**config.mk**
```make
export PLATFORM = sky130hd
export DESIGN_NAME = gin_multicast_channel
export DESIGN_NICKNAME = d
export VERILOG_FILES = /design/src/rtl/gin_pkg.sv /design/src/rtl/gin_id_scan_chain.sv /design/src/rtl/gin_multicast_channel.sv
export SDC_FILE = /design/constraint.sdc
export NUM_CORES = 1
export LEC_CHECK = 0
export ABC_AREA = 0
export ABC_CLOCK_PERIOD_IN_PS = 3200
export CAP_MARGIN = 20
export CORE_MARGIN = 3
export CORE_UTILIZATION = 55
export DETAILED_ROUTE_END_ITERATION = 10
export GPL_ROUTABILITY_DRIVEN = 0
export PLACE_DENSITY = 0.78
export SYNTH_ARGS = -nofsm -noshare
export SYNTH_HDL_FRONTEND = slang
export SYNTH_SLANG_ARGS = --single-unit
```
**constraint.sdc**
```tcl
create_clock -name clk -period 3.2 [get_ports clk]
set_clock_uncertainty 0.05 [all_clocks]
set_input_delay 0.64 -clock clk [delete_from_list [all_inputs] [get_ports clk]]
set_output_delay 0.64 -clock clk [all_outputs]
set_load 0.1 [all_outputs]
```
**src/rtl/gin_pkg.sv**
```systemverilog
// Shared types and default sizing for the GIN multicast channel.
package gin_pkg;

  localparam int DEF_PE_ROW   = 6;
  localparam int DEF_PE_COL   = 8;
  localparam int DEF_XID_BITS = 5;
  localparam int DEF_YID_BITS = 3;
  localparam int DEF_DATA     = 32;
  localparam int PE_NUM       = DEF_PE_ROW * DEF_PE_COL;

  localparam logic [DEF_XID_BITS-1:0] ID_NONE_X = {DEF_XID_BITS{1'b1}};
  localparam logic [DEF_YID_BITS-1:0] ID_NONE_Y = {DEF_YID_BITS{1'b1}};

  typedef enum logic {
    IDLE    = 1'b0,
    DELIVER = 1'b1
  } state_e;

endpackage

```
**src/rtl/gin_id_scan_chain.sv**
```systemverilog
// Shift-register chain of PE IDs; the first value shifted in ends up in ids[0].
module gin_id_scan_chain #(
  parameter int DEPTH = 8,
  parameter int WIDTH = 5
) (
  input  logic             clk,
  input  logic             rst,
  input  logic             shift_en,
  input  logic [WIDTH-1:0] scan_in,
  output logic [WIDTH-1:0] ids [DEPTH]
);

  logic [WIDTH-1:0] r_ids [DEPTH];

  always_ff @(posedge clk) begin
    if (!rst) begin
      for (int i = 0; i < DEPTH; i++) r_ids[i] <= '1;
    end else if (shift_en) begin
      for (int i = 0; i < DEPTH - 1; i++) r_ids[i] <= r_ids[i+1];
      r_ids[DEPTH-1] <= scan_in;
    end
  end

  assign ids = r_ids;

endmodule

```
**src/rtl/gin_multicast_channel.sv**
```systemverilog
// GIN channel: captures one tagged word and multicasts it to every PE whose (YID, XID) matches.
// Define GIN_FULL_THRU_EN to accept a new word in the completion cycle (one word per cycle).
module gin_multicast_channel import gin_pkg::*; #(
  parameter int NUMS_PE_ROW = DEF_PE_ROW,
  parameter int NUMS_PE_COL = DEF_PE_COL,
  parameter int XID_BITS    = DEF_XID_BITS,
  parameter int YID_BITS    = DEF_YID_BITS,
  parameter int DATA_SIZE   = DEF_DATA
) (
  input  logic                             clk,
  input  logic                             rst,
  input  logic                             set_XID,
  input  logic [XID_BITS-1:0]              XID_scan_in,
  input  logic                             set_YID,
  input  logic [YID_BITS-1:0]              YID_scan_in,
  input  logic [XID_BITS-1:0]              tag_X,
  input  logic [YID_BITS-1:0]              tag_Y,
  input  logic                             GLB_valid,
  output logic                             GLB_ready,
  input  logic [DATA_SIZE-1:0]             data_in,
  output logic [NUMS_PE_ROW*NUMS_PE_COL-1:0] PE_valid,
  input  logic [NUMS_PE_ROW*NUMS_PE_COL-1:0] PE_ready,
  output logic [DATA_SIZE-1:0]             PE_data,
  output logic                             busy,
  output logic                             drop
);

  localparam int PEN = NUMS_PE_ROW * NUMS_PE_COL;
  localparam logic [XID_BITS-1:0] XNONE = {XID_BITS{1'b1}};
  localparam logic [YID_BITS-1:0] YNONE = {YID_BITS{1'b1}};

  logic [XID_BITS-1:0]  w_xid [PEN];
  logic [YID_BITS-1:0]  w_yid [NUMS_PE_ROW];
  logic [PEN-1:0]       w_target, w_peValid, w_accept, r_delivered;
  logic [DATA_SIZE-1:0] r_data;
  logic [XID_BITS-1:0]  r_tagX;
  logic [YID_BITS-1:0]  r_tagY;
  logic                 w_glbReady, w_glbAccept, w_done;
  state_e               r_state, w_nextState;

  gin_id_scan_chain #(.DEPTH(PEN), .WIDTH(XID_BITS)) u_xChain (
    .clk(clk), .rst(rst), .shift_en(set_XID), .scan_in(XID_scan_in), .ids(w_xid)
  );

  gin_id_scan_chain #(.DEPTH(NUMS_PE_ROW), .WIDTH(YID_BITS)) u_yChain (
    .clk(clk), .rst(rst), .shift_en(set_YID), .scan_in(YID_scan_in), .ids(w_yid)
  );

  // Unprogrammed (all-ones) IDs never match, even against an all-ones tag.
  for (genvar i = 0; i < PEN; i++) begin : g_match
    assign w_target[i] = (w_xid[i] == r_tagX) && (w_yid[i / NUMS_PE_COL] == r_tagY) &&
                         (w_xid[i] != XNONE) && (w_yid[i / NUMS_PE_COL] != YNONE);
  end

  always_ff @(posedge clk) begin
    if (!rst) r_state <= IDLE;
    else      r_state <= w_nextState;
  end

  always_comb begin
    w_nextState = r_state;
    w_glbReady  = 1'b0;
    w_peValid   = '0;
    w_done      = 1'b0;
    busy        = 1'b0;
    drop        = 1'b0;
    case (r_state)
      IDLE: begin
        w_glbReady = ~set_XID;
        if (GLB_valid && w_glbReady) w_nextState = DELIVER;
      end
      DELIVER: begin
        busy = 1'b1;
        if (!set_XID) begin
          w_peValid = w_target & ~r_delivered;
          w_done    = ((w_target & ~(r_delivered | (w_peValid & PE_ready))) == '0);
          drop      = w_done && (w_target == '0);
        end
`ifdef GIN_FULL_THRU_EN
        w_glbReady = w_done;
`endif
        if (w_done) w_nextState = (GLB_valid && w_glbReady) ? DELIVER : IDLE;
      end
      default: w_nextState = IDLE;
    endcase
  end

  assign GLB_ready   = rst & w_glbReady;
  assign w_glbAccept = GLB_valid & GLB_ready;
  assign w_accept    = w_peValid & PE_ready;
  assign PE_valid    = w_peValid;
  assign PE_data     = r_data;

  always_ff @(posedge clk) begin
    if (!rst) begin
      r_data      <= '0;
      r_tagX      <= '0;
      r_tagY      <= '0;
      r_delivered <= '0;
    end else begin
      if (w_glbAccept) begin
        r_data <= data_in;
        r_tagX <= tag_X;
        r_tagY <= tag_Y;
      end
      if (r_state == DELIVER) r_delivered <= w_done ? '0 : (r_delivered | w_accept);
    end
  end

endmodule

```
* Yosys cells after proc, flatten, opt, wreduce, memory -nomap -nowiden
Cells that the tools add are included.
Word-level totals: input port bits 101, register bits after elaboration 347
Cells by class: reductions and logical operators 148, muxes and demuxes 13, bitwise gates (word level) 12, eq/ne operators 108
Operator list (number):
- equality test 5 bit | 48
- != test 5 bit (second input constant) | 48
- AND 48 bit | 4
- logical AND 1 bit | 146
- 2-to-1 mux 48 bit | 3
- logical NOT 48 bit | 2
- NOT 48 bit | 2
- bitwise OR 48 bit | 2
- equality test 3 bit | 6
- != test 3 bit (second input constant) | 6
- 2-to-1 mux 1 bit | 9
- AND 1 bit | 2
- NOT 1 bit | 2
- one-hot mux 1 bit (2 select lines) | 1

* Longest topological paths before layout
depth after elaboration 14, depth in mapped cells 13

* Hierarchy
Synthesis repeated with hierarchy kept, for this count alone.
Unflattened totals: cell total of the unflattened synthesis 1814, area, all modules 16615.9 µm²
By module, submodules not included:
- gin_id_scan_chain (u_xChain) | times used 1, area each 8510.7 µm², cells each 774, seq. area each 4804.6 µm²
- gin_multicast_channel | times used 1, area each 7455.9 µm², cells each 982, seq. area each 1781.7 µm²
- gin_id_scan_chain (u_yChain) | times used 1, area each 649.4 µm², cells each 58, seq. area each 360.3 µm²

* Least setup slack after synthesis
No wires, ideal clock.
path type reg-to-output, start point reg r_state, end point out PE_valid[44], path slack -2222 ps, cell stages (with the launch flop) 6, data arrival time 4732 ps, required time 2510 ps, path through dfxtp_1 inv_1 nor2_1 nand2b_1 clkbuf_1 nor4_1
Between the ends: longest elaborated chain between the ends 1
Ends and longest elaborated chain:
- start: declaration | line gin_multicast_channel.sv:39 | state_e r_state, w_nextState;
- start signal: assignment | line gin_multicast_channel.sv:57 | else r_state <= w_nextState;
- 2-to-1 mux 48 bit | line gin_multicast_channel.sv:67 | case (r_state)
- end: declaration | line gin_multicast_channel.sv:21 | output logic [NUMS_PE_ROW*NUMS_PE_COL-1:0] PE_valid,
Every way passes these cells.

* Final worst setup path
start point reg r_tagX[3], end point out drop
Between the ends: longest elaborated chain between the ends 13, elaborated cells on any way between the ends 202
Ends and longest elaborated chain:
- start: declaration | line gin_multicast_channel.sv:36 | logic [XID_BITS-1:0] r_tagX;
- start signal: assignment | line gin_multicast_channel.sv:103 | r_tagX <= tag_X;
- equality test 5 bit | line gin_multicast_channel.sv:51 | assign w_target[i] = (w_xid[i] == r_tagX) && (w_yid[i / NUMS_PE_COL] == r_tagY) &&
- logical AND 1 bit (2 in series) | line gin_multicast_channel.sv:51
- logical AND 1 bit | line gin_multicast_channel.sv:52 | (w_xid[i] != XNONE) && (w_yid[i / NUMS_PE_COL] != YNONE);
- AND 48 bit | line gin_multicast_channel.sv:75 | w_peValid = w_target & ~r_delivered;
- AND 48 bit | line gin_multicast_channel.sv:76 | w_done = ((w_target & ~(r_delivered | (w_peValid & PE_ready))) == '0);
- bitwise OR 48 bit | line gin_multicast_channel.sv:76
- NOT 48 bit | line gin_multicast_channel.sv:76
- AND 48 bit | line gin_multicast_channel.sv:76
- logical NOT 48 bit | line gin_multicast_channel.sv:76
- logical AND 1 bit (*) | line gin_multicast_channel.sv:77 | drop = w_done && (w_target == '0);
- 2-to-1 mux 1 bit (*) | line gin_multicast_channel.sv:74 | if (!set_XID) begin
- 2-to-1 mux 1 bit (*) | line gin_multicast_channel.sv:67
- end: declaration | line gin_multicast_channel.sv:25 | output logic drop
Every way passes the cells marked *; elsewhere a longest branch is shown, timed or not.

==> impl_metrics.env <==
export IMPL_status="finished, violations left"
export IMPL_failed_checks="negative setup slack"
export IMPL_cap_violations=0
export IMPL_rsz0062_at_grt="true"
export IMPL_synth_top_area_cell="dfxtp_1"
export IMPL_wl_per_cell_um=21.3
export IMPL_crit_type="register to output port"
export IMPL_critical_path_required_ns=2.51
export IMPL_hold_slack_ns=0.413
export IMPL_grt_total_usage=0.298
export IMPL_grt_max_degree=170
export IMPL_ys_types=58
export IMPL_mostFrequentLayoutCells="nand2_1, dfxtp_1, mux2i_1, buf_4, xor2_1"
export IMPL_ys_seq_elements=347
export IMPL_syn_avg_cell_area_sq_um=8.95
export IMPL_synth_area_top_cells="dfxtp_1, mux2i_1, nand2_1, xor2_1, xnor2_1"
export IMPL_vias=15953
export IMPL_reg2reg_slack_ns=0
export IMPL_total_power_w=0.0101
export IMPL_ant_nets=0
export IMPL_drc=0
export IMPL_numClockSinks=347
export IMPL_area_delta_synth_final_pct=40.2
export IMPL_netlist_area_sq_um=17100
export IMPL_synth_nets=2009
export IMPL_synth_top_area_frac=0.407
export IMPL_place_hpwl_um=34300
export IMPL_insertion_delay_ns=0.53
export IMPL_die_x_um=182
export IMPL_final_cells=2637
export IMPL_nNetsFinal=2321
export IMPL_yosysSeqAreaShare=0.407
export IMPL_placed_cells=2510
export IMPL_setup_viol=42
export IMPL_hp_class="register to register"
export IMPL_period_needed_ns=3.90
export IMPL_numCtsBuffers=38
export IMPL_p_per_area_nw_per_um2=421
export IMPL_wirelength_um=56300
export IMPL_clock_fmax_mhz=256
export IMPL_post_route_period_util=1.22
export IMPL_ios=184
export IMPL_syn_inst=1908
export IMPL_ys_warn_count=0
export IMPL_crit_path_start_kind="register"
export IMPL_cts_clk_slew_worst_paths_ns=0.06
export IMPL_synthArstFlopShare=0
export IMPL_clockRootBuffer="clkbuf_16"
export IMPL_slew_headroom=0.231
export IMPL_synthFlopType="dfxtp_1"
export IMPL_post_route_util=0.795
export IMPL_worst_slack_ns=-0.701
export IMPL_drv_slew=0
export IMPL_ir_drop_v=0.000400
export IMPL_worst_ep_arrival_time_ns=3.21
export IMPL_drive_gt1_frac=0.236
export IMPL_portBuffers=183
export IMPL_row_count=63
export IMPL_dieArea_sq_um=33200
export IMPL_hold_viol=0
export IMPL_leakage_nw=9.29
export IMPL_crit_fanout=4
export IMPL_worstMarginPinSlew_ns=1.15
export IMPL_core_sq_um=30100
export IMPL_initial_core_util=0.567
export IMPL_cts_tree="built"
export IMPL_antenna_found_initial=0
export IMPL_grt_pass1_wl_um=81500
export IMPL_end_kind="output port"
export IMPL_detailedRoute_firstIterationViolations=1663
export IMPL_synth_edff_count=0
export IMPL_vias_per_cell=6.05
export IMPL_dr_pass1_iters=5
export IMPL_htree_levels=2
export IMPL_die_h_um=182
export IMPL_postCtsHoldBufs=0
export IMPL_grt_overflow=0
export IMPL_cts_path_max_buffers=3
export IMPL_n_fill_cell=1800
export IMPL_mostFrequentLayoutCell="nand2_1"
export IMPL_antenna_cells=0
export IMPL_first_global_vias=15283
## metal layers
metal  global-route usage  part of all wire  vias to the layer above
met4                0.108             0.051                        0
met2                0.507              0.48                      813
met5                    0                 0                        -
met3               0.0516             0.082                      221
li1                     -                 -                     7237
met1                0.383              0.38                     7682
## cells by family after synthesis
group                     synth area share
AOI/OAI and AO/OA                   0.0959
xor gates and xnor gates             0.113
buffers and inverters               0.0345
DFF                                  0.407
muxes                                0.151
and+or+nand+nor                      0.198
## worst paths after layout
| kind | cells past startpoint | endpoint | start |
|---|---|---|---|
| hold reg to reg | 2 | PE_data[2] | PE_data[2] |
| setup / recovery | 10 | drop | r_tagX[3] |
| hold / removal | 2 | PE_data[2] | PE_data[2] |
| setup reg to reg | 10 | r_delivered[29] | r_tagX[4] |
## stage by stage
step | cell area (sq um) | TNS [ns] | worst slack [ns]
finish | 24000 | -8.16 | -0.701
global route | 24000 | -10.24 | -0.706
CTS | 23200 | -6.03 | -0.523
detailed placement | 21400 | -2.53 | -0.268
global placement | 21400 | -1.63 | -0.265
floorplan | 17800 | -0.117 | -0.0988
## Yosys cell counts, drive strengths merged, types with 6 or more instances
master / instances
a21o: 36
clkbuf: 68
nor4: 36
a21oi: 79
nor3b: 10
nand2b: 14
and4: 9
or4: 6
nand4: 49
a2111oi: 6
or3: 9
a21boi: 40
nor2b: 8
nand2: 413
and3: 7
nand3: 25
and2: 13
nor3: 50
a41oi: 13
o21ai: 18
nor2: 50
xnor2: 101
or2: 15
mux2i: 258
o211ai: 6
dfxtp: 347
buf: 55
xor2: 120
## worst max-delay path: stages, from the launching register on
cell and delay, ns:
dfxtp_4 0.39, buf_6 0.15, xor2_1 0.17, nor4_1 0.49, o21ai_2 0.20, buf_4 0.19, or4_1 0.47, o221ai_2 0.17
nor4_4 0.09, and4_4 0.19, buf_12 0.17
## sequential cells by signal, indices dropped and copies added, names as in the netlist
name / flops
u_yChain.ids: 18
PE_data: 32
r_delivered: 48
r_tagY: 3
r_tagX: 5
u_xChain.ids: 240
r_state: 1
## cell type report
class	count	area, sq um	area share
Inverter	2	7.51	0.000313
Clock inverter	14	178	0.00742
Sequential cell	347	6980	0.291
Multi-Input combinational cell	1436	10700	0.449
Timing Repair Buffer	395	4420	0.185
Clock buffer	53	1140	0.0475
Tap cell	390	488	0.0204
## power by group
group	internal, W	switching [W]	leakage, nW
Sequential	0.00435	0.0000386	2.82
Clock	0.00280	0.00180	0.660
Combinational	0.000463	0.000624	5.82
Total	0.00762	0.00247	9.29
## timing repair
item,4_1_cts,5_1_grt
gates resized for setup,58,75
buffers inserted,24,35
pin swaps,36,38
gates cloned,1,2
setup endpoints to repair,45,83
(Power assumes the default switching activity.)
